`config.mk`:
```
export PLATFORM = sky130hd
export DESIGN_NAME = shift_seq_detect_flat
export DESIGN_NICKNAME = d
export VERILOG_FILES = /design/src/rtl/shift_seq_detect_if.sv /design/src/rtl/shift_seq_detect.sv /design/src/flat_wrapper.sv
export SDC_FILE = /design/constraint.sdc
export NUM_CORES = 1
export LEC_CHECK = 0
export CORE_AREA = 2 2 39 41
export DETAILED_ROUTE_END_ITERATION = 7
export DIE_AREA = 0 0 41 43
export PLACE_DENSITY = 0.5
export SKIP_LAST_GASP = 1
export SLEW_MARGIN = 0
export SYNTH_ARGS = -nofsm -noshare
export SYNTH_HDL_FRONTEND = slang
export SYNTH_SLANG_ARGS = --single-unit
```
`constraint.sdc`:
```
create_clock -name clk -period 1.2 [get_ports clk]
set_clock_uncertainty 0.1 [all_clocks]
set_input_delay 0.36 -clock clk [delete_from_list [all_inputs] [get_ports clk]]
set_output_delay 0.36 -clock clk [all_outputs]
set_load 0.1 [all_outputs]
```
`src/rtl/shift_seq_detect_if.sv`:
```
// Serial bit link between a bit source and the sequence detector.
interface shift_seq_detect_if;
    logic in;
    logic seq_out;

    // Bit source side: drives the serial bit, observes the match flag.
    modport master (
        output in,
        input  seq_out
    );

    // Detector side: consumes the serial bit, produces the match flag.
    modport slave (
        input  in,
        output seq_out
    );
endinterface

```
`src/rtl/shift_seq_detect.sv`:
```
// Serial sequence detector: shifts one bit per clock into a LEN-bit register
// and flags a match while the last LEN sampled bits equal PATTERN.
// PATTERN MSB is the oldest bit, LSB the newest. Overlapping matches are
// reported because the register is never cleared on a match.
module shift_seq_detect #(
    parameter int unsigned    LEN     = 5,
    parameter logic [LEN-1:0] PATTERN = 5'b10101
) (
    input  logic               clk,
    input  logic               reset,
    shift_seq_detect_if.slave  sd
);

    localparam int unsigned FW = $clog2(LEN + 1);
    localparam logic [FW-1:0] FILL_FULL = FW'(LEN);

    logic [LEN-1:0] r_sr;
    logic [FW-1:0]  r_fill;
    logic           w_full;
    logic           w_match;

    // Shift history in and count bits seen since reset, saturating at LEN.
    always_ff @(posedge clk) begin
        if (reset) begin
            r_sr   <= '0;
            r_fill <= '0;
        end else begin
            r_sr <= {r_sr[LEN-2:0], sd.in};
            if (r_fill != FILL_FULL) begin
                r_fill <= r_fill + FW'(1);
            end
        end
    end

    // Match only once the register holds LEN real samples, so the zeroed
    // reset contents can never alias a pattern containing zeros.
    always_comb begin
        w_full  = (r_fill == FILL_FULL);
        w_match = w_full && (r_sr == PATTERN);
    end

    assign sd.seq_out = w_match;

endmodule

```
`src/flat_wrapper.sv`:
```
// flat-port wrapper written by rule: the top's interface ports become plain ports
module shift_seq_detect_flat 
#(
    parameter int unsigned    LEN     = 5,
    parameter logic [LEN-1:0] PATTERN = 5'b10101
)
  (clk, reset, sd_in, sd_seq_out);
  shift_seq_detect_if sd_i ();
  input  logic clk;
  input  logic reset;
  input wire logic [$bits(sd_i.in)-1:0] sd_in;
  output wire logic [$bits(sd_i.seq_out)-1:0] sd_seq_out;
  assign sd_i.in = sd_in;
  assign sd_seq_out = sd_i.seq_out;
  shift_seq_detect #(.LEN(LEN), .PATTERN(PATTERN)) u_core (.clk(clk), .reset(reset), .sd(sd_i));
endmodule
```
==> qor.yml, run 1 <==
status:
  outcome: "finished, violations left"
  failed_checks: "negative setup slack"
yosys:
  synth_compound_area_share_pct: 10.0
  leading_cell_type_by_number_of_instances_after_synthesis: "sky130_fd_sc_hd__dfxtp_1"
  synth_async_sr_flop_share_pct: 0
  yosys.area.top_type_share_pct: 53.6
  synth.cells.most_frequent: "sky130_fd_sc_hd__dfxtp_1 (8), sky130_fd_sc_hd__nor2b_1 (5), sky130_fd_sc_hd__ha_1 (2)"
  synth_cell_types: 14
  post_synth.cell_area_avg_um2: 11.5
  synth_simple_gate_area_share_pct: 26.8
  syn-instance-count: 26
  yosys_register_bits: 8
  synth_enable_flop_cells: 0
  synthTopCellsByArea: "sky130_fd_sc_hd__dfxtp_1 (54%), sky130_fd_sc_hd__nor2b_1 (10%), sky130_fd_sc_hd__ha_1 (8.4%)"
  post_synth_xor_area_fraction_pct: 0
  postSynth.topFlopCell: "sky130_fd_sc_hd__dfxtp_1"
  ys_seq_area_share_pct: 53.6
  synth_largest_area_cell: "sky130_fd_sc_hd__dfxtp_1"
  postSynthNetCount: 31
  synth_top_family_by_area: "simple AND/OR/NAND/NOR gates"
  netlist_area_um2: 299
  synth_fa_ha_area_share_pct: 8.37
  synth.yosys.warnings: 0
  mux_contribution_to_synthesized_area_pct: 0
sta:
  rsz0062_at_grt: "true"
  tightest_slew_ns: 0.268
  peak_clock_frequency_supported_by_timing_mhz: 539
  min_period_ns: 1.85
  fin_crit_sh_pct: 155
  maxSlewViolCount: 0
  setup_viol: 1
  finalHoldViolCount: 0
  tightest_slew_margin_relative_to_the_limit_pct: 82.0
  post-route-worst-setup-slack_ns: -0.654
clocking:
  ctsHtreeMaxLevel: 1
  tritoncts_clock_tree: "yes"
  cts.sinks: 8
  cts.root.buffer_cell: "sky130_fd_sc_hd__clkbuf_4"
  path_clk_slew_ns: 0.06
  clk_path_buf_depth: 2
  cts_inserted_buffers: 3
  worst_skew_pair.late_latency_ns: 0.25
  post_cts_hold_buffer_count: 0
die:
  floorplan.io_pins: 4
  design.die.area_um2: 1760
  die-height_um: 43
  initial_utilization_pct: 21.6
  fp.coreArea_um2: 1380
  fp.dieW_um: 41
  std_cell_rows: 14
drt:
  drt_first_pass_iters: 2
  postRouteAntennaNets: 0
  top_metal_layer_carrying_routed_signals: "met3"
  route.layer.met1.wl_um: 234
  drt_iter0_markers: 3
  finalWirelength_um: 629
  drc: 0
  total_number_of_vias: 245
  met2WireLength_um: 372
  average_wire_per_cell_in_the_routed_design_um: 11.2
  met3_wirelength_um: 22
  routed_via_density: 4.38
pwr:
  ir_drop_v: 0.000612
  power.static_leakage_nw: 0.192
  power.density_cell_area_nw_per_um2: 1260
setup_path:
  regToRegStartpoint: "u_core.r_fill[1]$_SDFFE_PP0P_"
  worstSetupEndpointType: "output pin"
  cp-startpoint: "u_core.r_fill[1]$_SDFFE_PP0P_"
  timing.reg2reg.setup_slack_ns: 0.01
  reg2reg_to: "u_core.r_fill[0]$_SDFFE_PP0P_"
  critical_path.startpoint_type: "register"
  critical_path_class: "register to output pin"
  timing.critical_path.required_ns: 0.74
  cp-endpoint: "sd_seq_out"
  crit_fanout: 2
  worst-r2r-cell-count: 5
  crit_arrival_ns: 1.39
placed_design:
  placed_area_um2: 428
  routabilityCongestion: 0.578
  io_buffers: 3
  dp.final_hpwl_um: 447
cells_and_area:
  drive_gt1_share_pct: 52.5
  final_core_utilization_pct: 35.1
  synthToLayoutAreaGrowth_pct: 62.3
  post-route-cell-area_um2: 485
  number_of_nets_in_the_layout: 47
  insertedDiodeCount: 0
  final.fill_count: 132
job:
  drv.max_cap_violation_count: 0
grt:
  grt_usage_pct: 9.49
  grt_first_pass_wirelength_um: 1080
  grt_max_degree: 7
  grt_overflow: 0
  via_count_of_the_first_global_routing_pass: 264
  antenna_found_initial: 0
hold_path:
  hold_class: "register to register"
cell usage in the layout, fill, tap and decap left out, types with 2 or more instances in the layout:
| master | count |
|---|---|
| sky130_fd_sc_hd__dfxtp_1 | 6 |
| sky130_fd_sc_hd__buf_4 | 8 |
| sky130_fd_sc_hd__clkdlybuf4s50_1 | 2 |
| sky130_fd_sc_hd__clkbuf_4 | 3 |
| sky130_fd_sc_hd__dfxtp_2 | 2 |
| sky130_fd_sc_hd__nor2b_1 | 5 |
worst min path at each step:
stage                                          from                       endpoint  slack (ns)  cells past startpoint
after detailed placement  u_core.r_sr[0]$_SDFF_PP0_      u_core.r_sr[1]$_SDFF_PP0_        0.36                      1
after global placement    u_core.r_sr[0]$_SDFF_PP0_      u_core.r_sr[1]$_SDFF_PP0_        0.35                      1
after global routing      u_core.r_sr[0]$_SDFF_PP0_      u_core.r_sr[1]$_SDFF_PP0_        0.38                      1
final                     u_core.r_sr[0]$_SDFF_PP0_      u_core.r_sr[1]$_SDFF_PP0_        0.35                      1
after CTS                 u_core.r_sr[0]$_SDFF_PP0_      u_core.r_sr[1]$_SDFF_PP0_        0.36                      1
after floorplan                               reset  u_core.r_fill[0]$_SDFFE_PP0P_        0.32                      1
final cells by class:
| type | instances | area (um2) | share of cell area (%) |
|---|---|---|---|
| sequential | 8 | 163 | 33.5 |
| tap | 16 | 20.0 | 4.12 |
| timing repair buffer | 11 | 100 | 20.6 |
| clock buffer | 3 | 22.5 | 4.64 |
| inverter | 1 | 3.75 | 0.773 |
| multi-input combinational | 17 | 176 | 36.3 |
repair_timing:
item,4_1_cts,5_1_grt
setup endpoints to repair,1,4
buffers inserted,3,0
pin swaps,3,3
resized for setup,0,4
where the power goes:
group          switching, W  leakage (nW)  internal [W]
clock network     0.0000886        0.0138      0.000114
logic             0.0000454         0.112     0.0000671
registers         0.0000113        0.0662      0.000283
total              0.000145         0.192      0.000465
routing by layer:
| layer | GRT usage (%) | up-vias |
|---|---|---|
| met5 | 0 | - |
| met4 | 6.00 | 0 |
| met3 | 4.71 | 0 |
| met2 | 14.7 | 4 |
| met1 | 9.51 | 120 |
| li1 | - | 121 |
worst max-delay path, cell delays in order (launching register included):
cell and delay, ns:
sky130_fd_sc_hd__dfxtp_2 0.32, sky130_fd_sc_hd__inv_2 0.07, sky130_fd_sc_hd__ha_4 0.12, sky130_fd_sc_hd__nand4_1 0.12
sky130_fd_sc_hd__nor4b_4 0.30, sky130_fd_sc_hd__buf_12 0.21
registers in the layout, indices dropped and copies added (netlist names):
name	count
u_core.r_sr	5
u_core.r_fill	3
cell families (layout without fill, tap and decap cells):
kind of cell	count (synthesis)	after routing
compound gates	4	4
fa+ha+maj	2	2
buf+inv	1	15
flops	8	8
simple gates	11	11
through the flow:
| step | setup TNS [ns] | total power (W) | instances | setup slack [ns] | hold WS (ns) |
|---|---|---|---|---|---|
| after detailed placement | -1.04 | 0.000387 | 51 | -0.503 | 0.362 |
| after CTS | -0.859 | 0.000609 | 57 | -0.674 | 0.364 |
| after global routing | -0.744 | 0.000646 | 56 | -0.709 | 0.384 |
| final | -0.654 | 0.000610 | 56 | -0.654 | 0.355 |
| after floorplan | -1.04 | 0.000342 | 26 | -1.04 | 0.322 |
| after global placement | -0.989 | 0.000380 | 51 | -0.474 | 0.350 |
Power figures use the tool's default switching activity.
==> run 2, diff against run 1 <==
--- a/config.mk
+++ b/config.mk
@@ -5,10 +5,12 @@
 export SDC_FILE = /design/constraint.sdc
 export NUM_CORES = 1
 export LEC_CHECK = 0
+export ABC_AREA = 1
 export CORE_AREA = 2 2 39 41
 export DETAILED_ROUTE_END_ITERATION = 7
 export DIE_AREA = 0 0 41 43
-export PLACE_DENSITY = 0.5
+export DONT_BUFFER_PORTS = 1
+export PLACE_DENSITY = 0.46
 export SKIP_LAST_GASP = 1
 export SLEW_MARGIN = 0
 export SYNTH_ARGS = -nofsm -noshare
==> run 2 against run 1 <==
  * The flow still finishes with violations (negative setup slack)
  * Fmax increased by 14%
  * Hold slack got worse by 0.29 ns
  * Global-route usage decreased by 1.7 points
  * Critical path type unchanged
  * Highest routed layer unchanged
==> qor.yml, run 2 <==
status:
  failed_checks: "negative setup slack"
  outcome: "finished, violations left"
yosys:
  mux_contribution_to_synthesized_area_pct: 0
  synth_async_sr_flop_share_pct: 0
  synth_enable_flop_cells: 0
  synthTopCellsByArea: "sky130_fd_sc_hd__dfxtp_1 (52%), sky130_fd_sc_hd__nor2_1 (12%), sky130_fd_sc_hd__inv_1 (9.8%)"
  synth_largest_area_cell: "sky130_fd_sc_hd__dfxtp_1"
  synth_fa_ha_area_share_pct: 8.20
  synth_top_family_by_area: "simple AND/OR/NAND/NOR gates"
  netlist_area_um2: 305
  postSynthNetCount: 44
  synth_compound_area_share_pct: 1.64
  synth.yosys.warnings: 0
  yosys.area.top_type_share_pct: 52.5
  leading_cell_type_by_number_of_instances_after_synthesis: "sky130_fd_sc_hd__nor2_1"
  synth_simple_gate_area_share_pct: 27.9
  post_synth.cell_area_avg_um2: 7.83
  yosys_register_bits: 8
  synth_cell_types: 10
  syn-instance-count: 39
  synth.cells.most_frequent: "sky130_fd_sc_hd__nor2_1 (10), sky130_fd_sc_hd__dfxtp_1 (8), sky130_fd_sc_hd__inv_1 (8), sky130_fd_sc_hd__nand2_1 (5)"
  ys_seq_area_share_pct: 52.5
  postSynth.topFlopCell: "sky130_fd_sc_hd__dfxtp_1"
  post_synth_xor_area_fraction_pct: 0
clocking:
  clk_path_buf_depth: 2
  post_cts_hold_buffer_count: 0
  cts_inserted_buffers: 3
  postCtsResizedCells: 0
  tritoncts_clock_tree: "yes"
  cts.sinks: 8
  cts.root.buffer_cell: "sky130_fd_sc_hd__clkbuf_4"
  ctsHtreeMaxLevel: 1
  path_clk_slew_ns: 0.05
  worst_skew_pair.late_latency_ns: 0.25
hold_path:
  hold_class: "primary input to register"
  hold_path_startpoint: "reset"
drt:
  average_wire_per_cell_in_the_routed_design_um: 8.14
  drt_first_pass_iters: 4
  finalWirelength_um: 529
  routed_via_density: 3.74
  postRouteAntennaNets: 0
  drc: 0
  drt_iter0_markers: 3
  total_number_of_vias: 243
placed_design:
  routabilityCongestion: 0.648
  placed_area_um2: 413
  dp.final_hpwl_um: 410
  io_buffers: 0
  worst_setup_slack_post_dpl_ns: -0.197
grt:
  via_count_of_the_first_global_routing_pass: 222
  grt_max_degree: 8
  grt_first_pass_wirelength_um: 883
  grt_usage_pct: 7.84
  grt_overflow: 0
  antenna_found_initial: 0
pwr:
  pwr-share-clk_pct: 35.6
  sw_frac_of_total_pct: 22.6
  power.static_leakage_nw: 0.200
  power.density_cell_area_nw_per_um2: 1290
  seq_power_share_pct: 52.1
  p_comb_share_pct: 12.3
  ir_drop_v: 0.000624
  internal_power_w: 0.000435
  p_switching_w: 0.000127
cells_and_area:
  final.fill_count: 149
  final_cell_mix: "sky130_fd_sc_hd__nor2_1 (9), sky130_fd_sc_hd__inv_1 (7), sky130_fd_sc_hd__buf_4 (6), sky130_fd_sc_hd__dfxtp_1 (6), sky130_fd_sc_hd__nand2_1 (5)"
  largest_register_ffs: 5
  insertedDiodeCount: 0
  post-route-cell-area_um2: 435
  final_core_utilization_pct: 31.5
  register_name_with_the_most_flops: "u_core.r_sr"
  drive_gt1_share_pct: 34.7
  number_of_nets_in_the_layout: 56
  synthToLayoutAreaGrowth_pct: 42.6
  reg_top3: "u_core.r_sr x5, u_core.r_fill x3"
  final_common_cell: "sky130_fd_sc_hd__nor2_1"
setup_path:
  crit_arrival_ns: 1.17
  reg2reg_to: "u_core.r_fill[0]$_SDFFE_PP0P_"
  worstSetupEndpointType: "output pin"
  timing.reg2reg.setup_slack_ns: 0.13
  critical_path.startpoint_type: "register"
  cp-endpoint: "sd_seq_out"
  worst-r2r-cell-count: 7
  cp-startpoint: "u_core.r_fill[0]$_SDFFE_PP0P_"
  regToRegStartpoint: "u_core.r_fill[1]$_SDFFE_PP0P_"
  timing.critical_path.required_ns: 0.74
  crit_fanout: 2
  critical_path_class: "register to output pin"
die:
  fp.coreArea_um2: 1380
  std_cell_rows: 14
  fp.dieW_um: 41
  design.die.area_um2: 1760
  floorplan.io_pins: 4
  initial_utilization_pct: 22.1
  die-height_um: 43
sta:
  rsz0062_at_grt: "true"
  post-route-worst-setup-slack_ns: -0.426
  min_period_ns: 1.63
  peak_clock_frequency_supported_by_timing_mhz: 615
  setup_viol: 1
  maxSlewViolCount: 0
  finalHoldViolCount: 0
  fin_crit_sh_pct: 135
  tightest_slew_ns: 0.133
  tightest_slew_margin_relative_to_the_limit_pct: 91.0
job:
  drv.max_cap_violation_count: 0
run 2: cell count changes after synthesis, moves of 5 or more:
cell                      change
sky130_fd_sc_hd__inv_1        +7
sky130_fd_sc_hd__nor2b_1      -5
sky130_fd_sc_hd__nand2_1      +5
sky130_fd_sc_hd__nor2_1       +9
run 2: worst min-delay path by stage:
stage          slack (ns)  depth (start not counted)                             to
3_5_place_dp         0.32                          2      u_core.r_sr[3]$_SDFF_PP0_
3_3_place_gp         0.31                          2      u_core.r_sr[3]$_SDFF_PP0_
5_1_grt              0.05                          1  u_core.r_fill[0]$_SDFFE_PP0P_
4_1_cts              0.05                          1  u_core.r_fill[0]$_SDFFE_PP0P_
6_report             0.06                          1  u_core.r_fill[0]$_SDFFE_PP0P_
2_1_floorplan        0.30                          2      u_core.r_sr[1]$_SDFF_PP0_
run 2: cells by family after synthesis:
kind of cell / after synthesis
compound gates: 1
fa+ha+maj: 2
buf+inv: 8
flops: 8
simple gates: 20
run 2: area by class of cell:
| class | instances | area, um2 | area share (%) |
|---|---|---|---|
| multi-input combinational | 23 | 135 | 31.0 |
| clock buffer | 3 | 22.5 | 5.17 |
| inverter | 8 | 30.0 | 6.90 |
| tap | 16 | 20.0 | 4.60 |
| timing repair buffer | 7 | 65.1 | 14.9 |
| sequential | 8 | 163 | 37.4 |
run 2: timing repair:
| item | 4_1_cts | 5_1_grt |
|---|---|---|
| endpoints found under the setup margin | 1 | 1 |
| buffers inserted | 0 | 0 |
| pin swaps | 2 | 0 |
run 2: power by group through the flow:
stage               combinational (W)  clock [W]  sequential, W
global route                0.0000843   0.000227       0.000294
finish                      0.0000689   0.000200       0.000293
detailed placement          0.0000713          0       0.000298
global placement            0.0000706          0       0.000298
floorplan                   0.0000402          0       0.000300
CTS                         0.0000709   0.000212       0.000293
run 2: per-stage QoR:
| stage | hold slack, ns | cells | total power [W] | setup TNS (ns) |
|---|---|---|---|---|
| after floorplan | 0.303 | 39 | 0.000340 | -0.408 |
| after CTS | 0.0514 | 65 | 0.000576 | -0.444 |
| after global routing | 0.0457 | 65 | 0.000606 | -0.485 |
| after global placement | 0.315 | 62 | 0.000369 | -0.189 |
| final | 0.0612 | 65 | 0.000562 | -0.426 |
| after detailed placement | 0.317 | 62 | 0.000370 | -0.197 |
run 2: layer usage:
metal / part of all wire [%] / wire, um / global-route usage [%] / vias up
met5: 0 / 0 / 0 / -
met1: 54 / 285 / 10.6 / 101
li1: - / - / - / 137
met3: 3.8 / 20 / 7.85 / 0
met2: 42 / 222 / 8.44 / 5
met4: 0 / 0 / 2.00 / 0
run 2: critical path, cell delays in order, from the launching register on:
cell	delay [ns]
sky130_fd_sc_hd__dfxtp_2	0.35
sky130_fd_sc_hd__ha_4	0.13
sky130_fd_sc_hd__nand4_1	0.12
sky130_fd_sc_hd__nor2_4	0.13
sky130_fd_sc_hd__buf_12	0.18
==> patch: new RTL, settings of run 2 <==
`LEN` is set to 5 in 2 places; all go to 6.
--- a/src/rtl/shift_seq_detect.sv
+++ b/src/rtl/shift_seq_detect.sv
@@ -3,7 +3,7 @@
 // PATTERN MSB is the oldest bit, LSB the newest. Overlapping matches are
 // reported because the register is never cleared on a match.
 module shift_seq_detect #(
-    parameter int unsigned    LEN     = 5,
+    parameter int unsigned    LEN     = 6,
     parameter logic [LEN-1:0] PATTERN = 5'b10101
 ) (
     input  logic               clk,
--- a/src/flat_wrapper.sv
+++ b/src/flat_wrapper.sv
@@ -1,7 +1,7 @@
 // flat-port wrapper written by rule: the top's interface ports become plain ports
 module shift_seq_detect_flat 
 #(
-    parameter int unsigned    LEN     = 5,
+    parameter int unsigned    LEN     = 6,
     parameter logic [LEN-1:0] PATTERN = 5'b10101
 )
   (clk, reset, sd_in, sd_seq_out);
Function: changed (a bounded check fails within 10 cycles, from zero or initial values and one cycle with reset high).
==> patch against run 2 <==
  * The flow still finishes with violations (setup timing)
  * Total power increased by 9.7%
  * Routed wire length rose by 2.6%
  * Combinational power is 9.0% lower
  * Register-to-register slack improved by 0.02 ns
  * Worst setup slack worse by 0.055 ns
  * Sequential power increased by 11%
  * Synthesized area up 14%
  * Via count up 6.6%
  * Sequential cell count is 1 higher
  * Design area is 8.3% higher
  * Maximum frequency down 3.2%
  * Critical endpoint unchanged
  * Largest cell class unchanged
==> patch: results (changes against run 2) <==
| Metric | Value |
|---|---|
| Largest net degree at the start of global routing | `9 (+1)` |
| First-pass GRT wire length | `979 um (+11%)` |
| Status | `complete, but fails checks` |
| Leakage | `0.230 nW (+15%)` |
| Area contributors post-synth | `dfxtp_1 52%, nor2_1 14%, inv_1 8.6%` |
| Non-Filler Instances | `70 (+7.7%)` |
| Syn_area_per_cell | `7.76 um^2 (-0.90%)` |
| Syn Nets | `50 (+14%)` |
| GRT Total Usage | `8.87% (+1.0 points)` |
| Placed Cells | `66 (+6.5%)` |
| ANT cells | `0 (unchanged)` |
| Setup ws final | `-0.480 ns (-0.0546 ns)` |
| Failing checks | `setup timing` |
| Pwr Density | `1310 mW/mm^2 (+1.2%)` |
| Cell variety after synth | `11 (+1)` |
| Via/cell ratio | `3.70 (-1.0%)` |
| Synth Area in Adders | `7.17% (-1.0 points)` |
| Met3 Usage GRT | `2.09% (-5.8 points)` |
| Combinational Power Share | `10.2% (-2.1 points)` |
| Post-Place Cell Area | `445 um^2 (+7.9%)` |
| Layout cell share with drive strength beyond 1 | `33.3% (-1.4 points)` |
| Largest registers | `u_core.r_sr x6, u_core.r_fill x3` |
| # setup viols final | `1 (unchanged)` |
| Largest stage delay, worst path | `0.32 ns (-0.03 ns)` |
| Final nets | `60 (+7.1%)` |
| Compound-Gate Fraction of Synth Area | `1.43% (-0.21 points)` |
| Gpl congestion | `0.623 (-3.8%)` |
| P_sw | `0.138 mW (+8.8%)` |
| Final TNS setup | `-0.480 ns (-0.0546 ns)` |
| Vias in the first global route | `253 (+14%)` |
| Relative slew margins | `88.2% (-2.8 points)` |
| Post-synthesis sequential area ratio | `51.6% (-0.85 points)` |
| Crit path DAT | `1.22 ns (+0.05 ns)` |
| Clk. pwr | `0.228 mW (+14%)` |
| Routing usage on met1 | `10.7% (+0.10 points)` |
| Post-DR wirelength/cell | `7.76 um (-4.7%)` |
| HPWL after DPL | `423 um (+3.3%)` |
## patch: layer usage
metal,vias up,wire [um],part of all wire [%]
met5,-,0,0
met4,0,8,1.5
met3,2,22,4.1
met2,4,266,49
met1,107,246,45
li1,146,-,-
## patch: path summary, 6_finish.rpt
check,startpoint,to,slack [ns]
max,u_core.r_fill[0],sd_seq_out,-0.48
min,reset,u_core.r_fill[0],0.05
max reg2reg,u_core.r_fill[0],u_core.r_fill[0],0.15
min reg2reg,u_core.r_sr[4],u_core.r_sr[5],0.32
## patch: logic make-up after synthesis
| group | after synthesis |
|---|---|
| AO/OA/AOI/OAI | 1 |
| flip-flops | 9 |
| adder cells (fa/ha/maj) | 2 |
| buffers and inverters | 10 |
| AND/OR/NAND/NOR | 23 |
## patch: layout make-up
cell class              instances  area share [%]
inverters                       9            7.16
repair buffers                  6            12.2
multi-input cells              26            32.1
clock buffers                   4            5.57
well taps                      16            4.24
flip-flops and latches          9            38.7
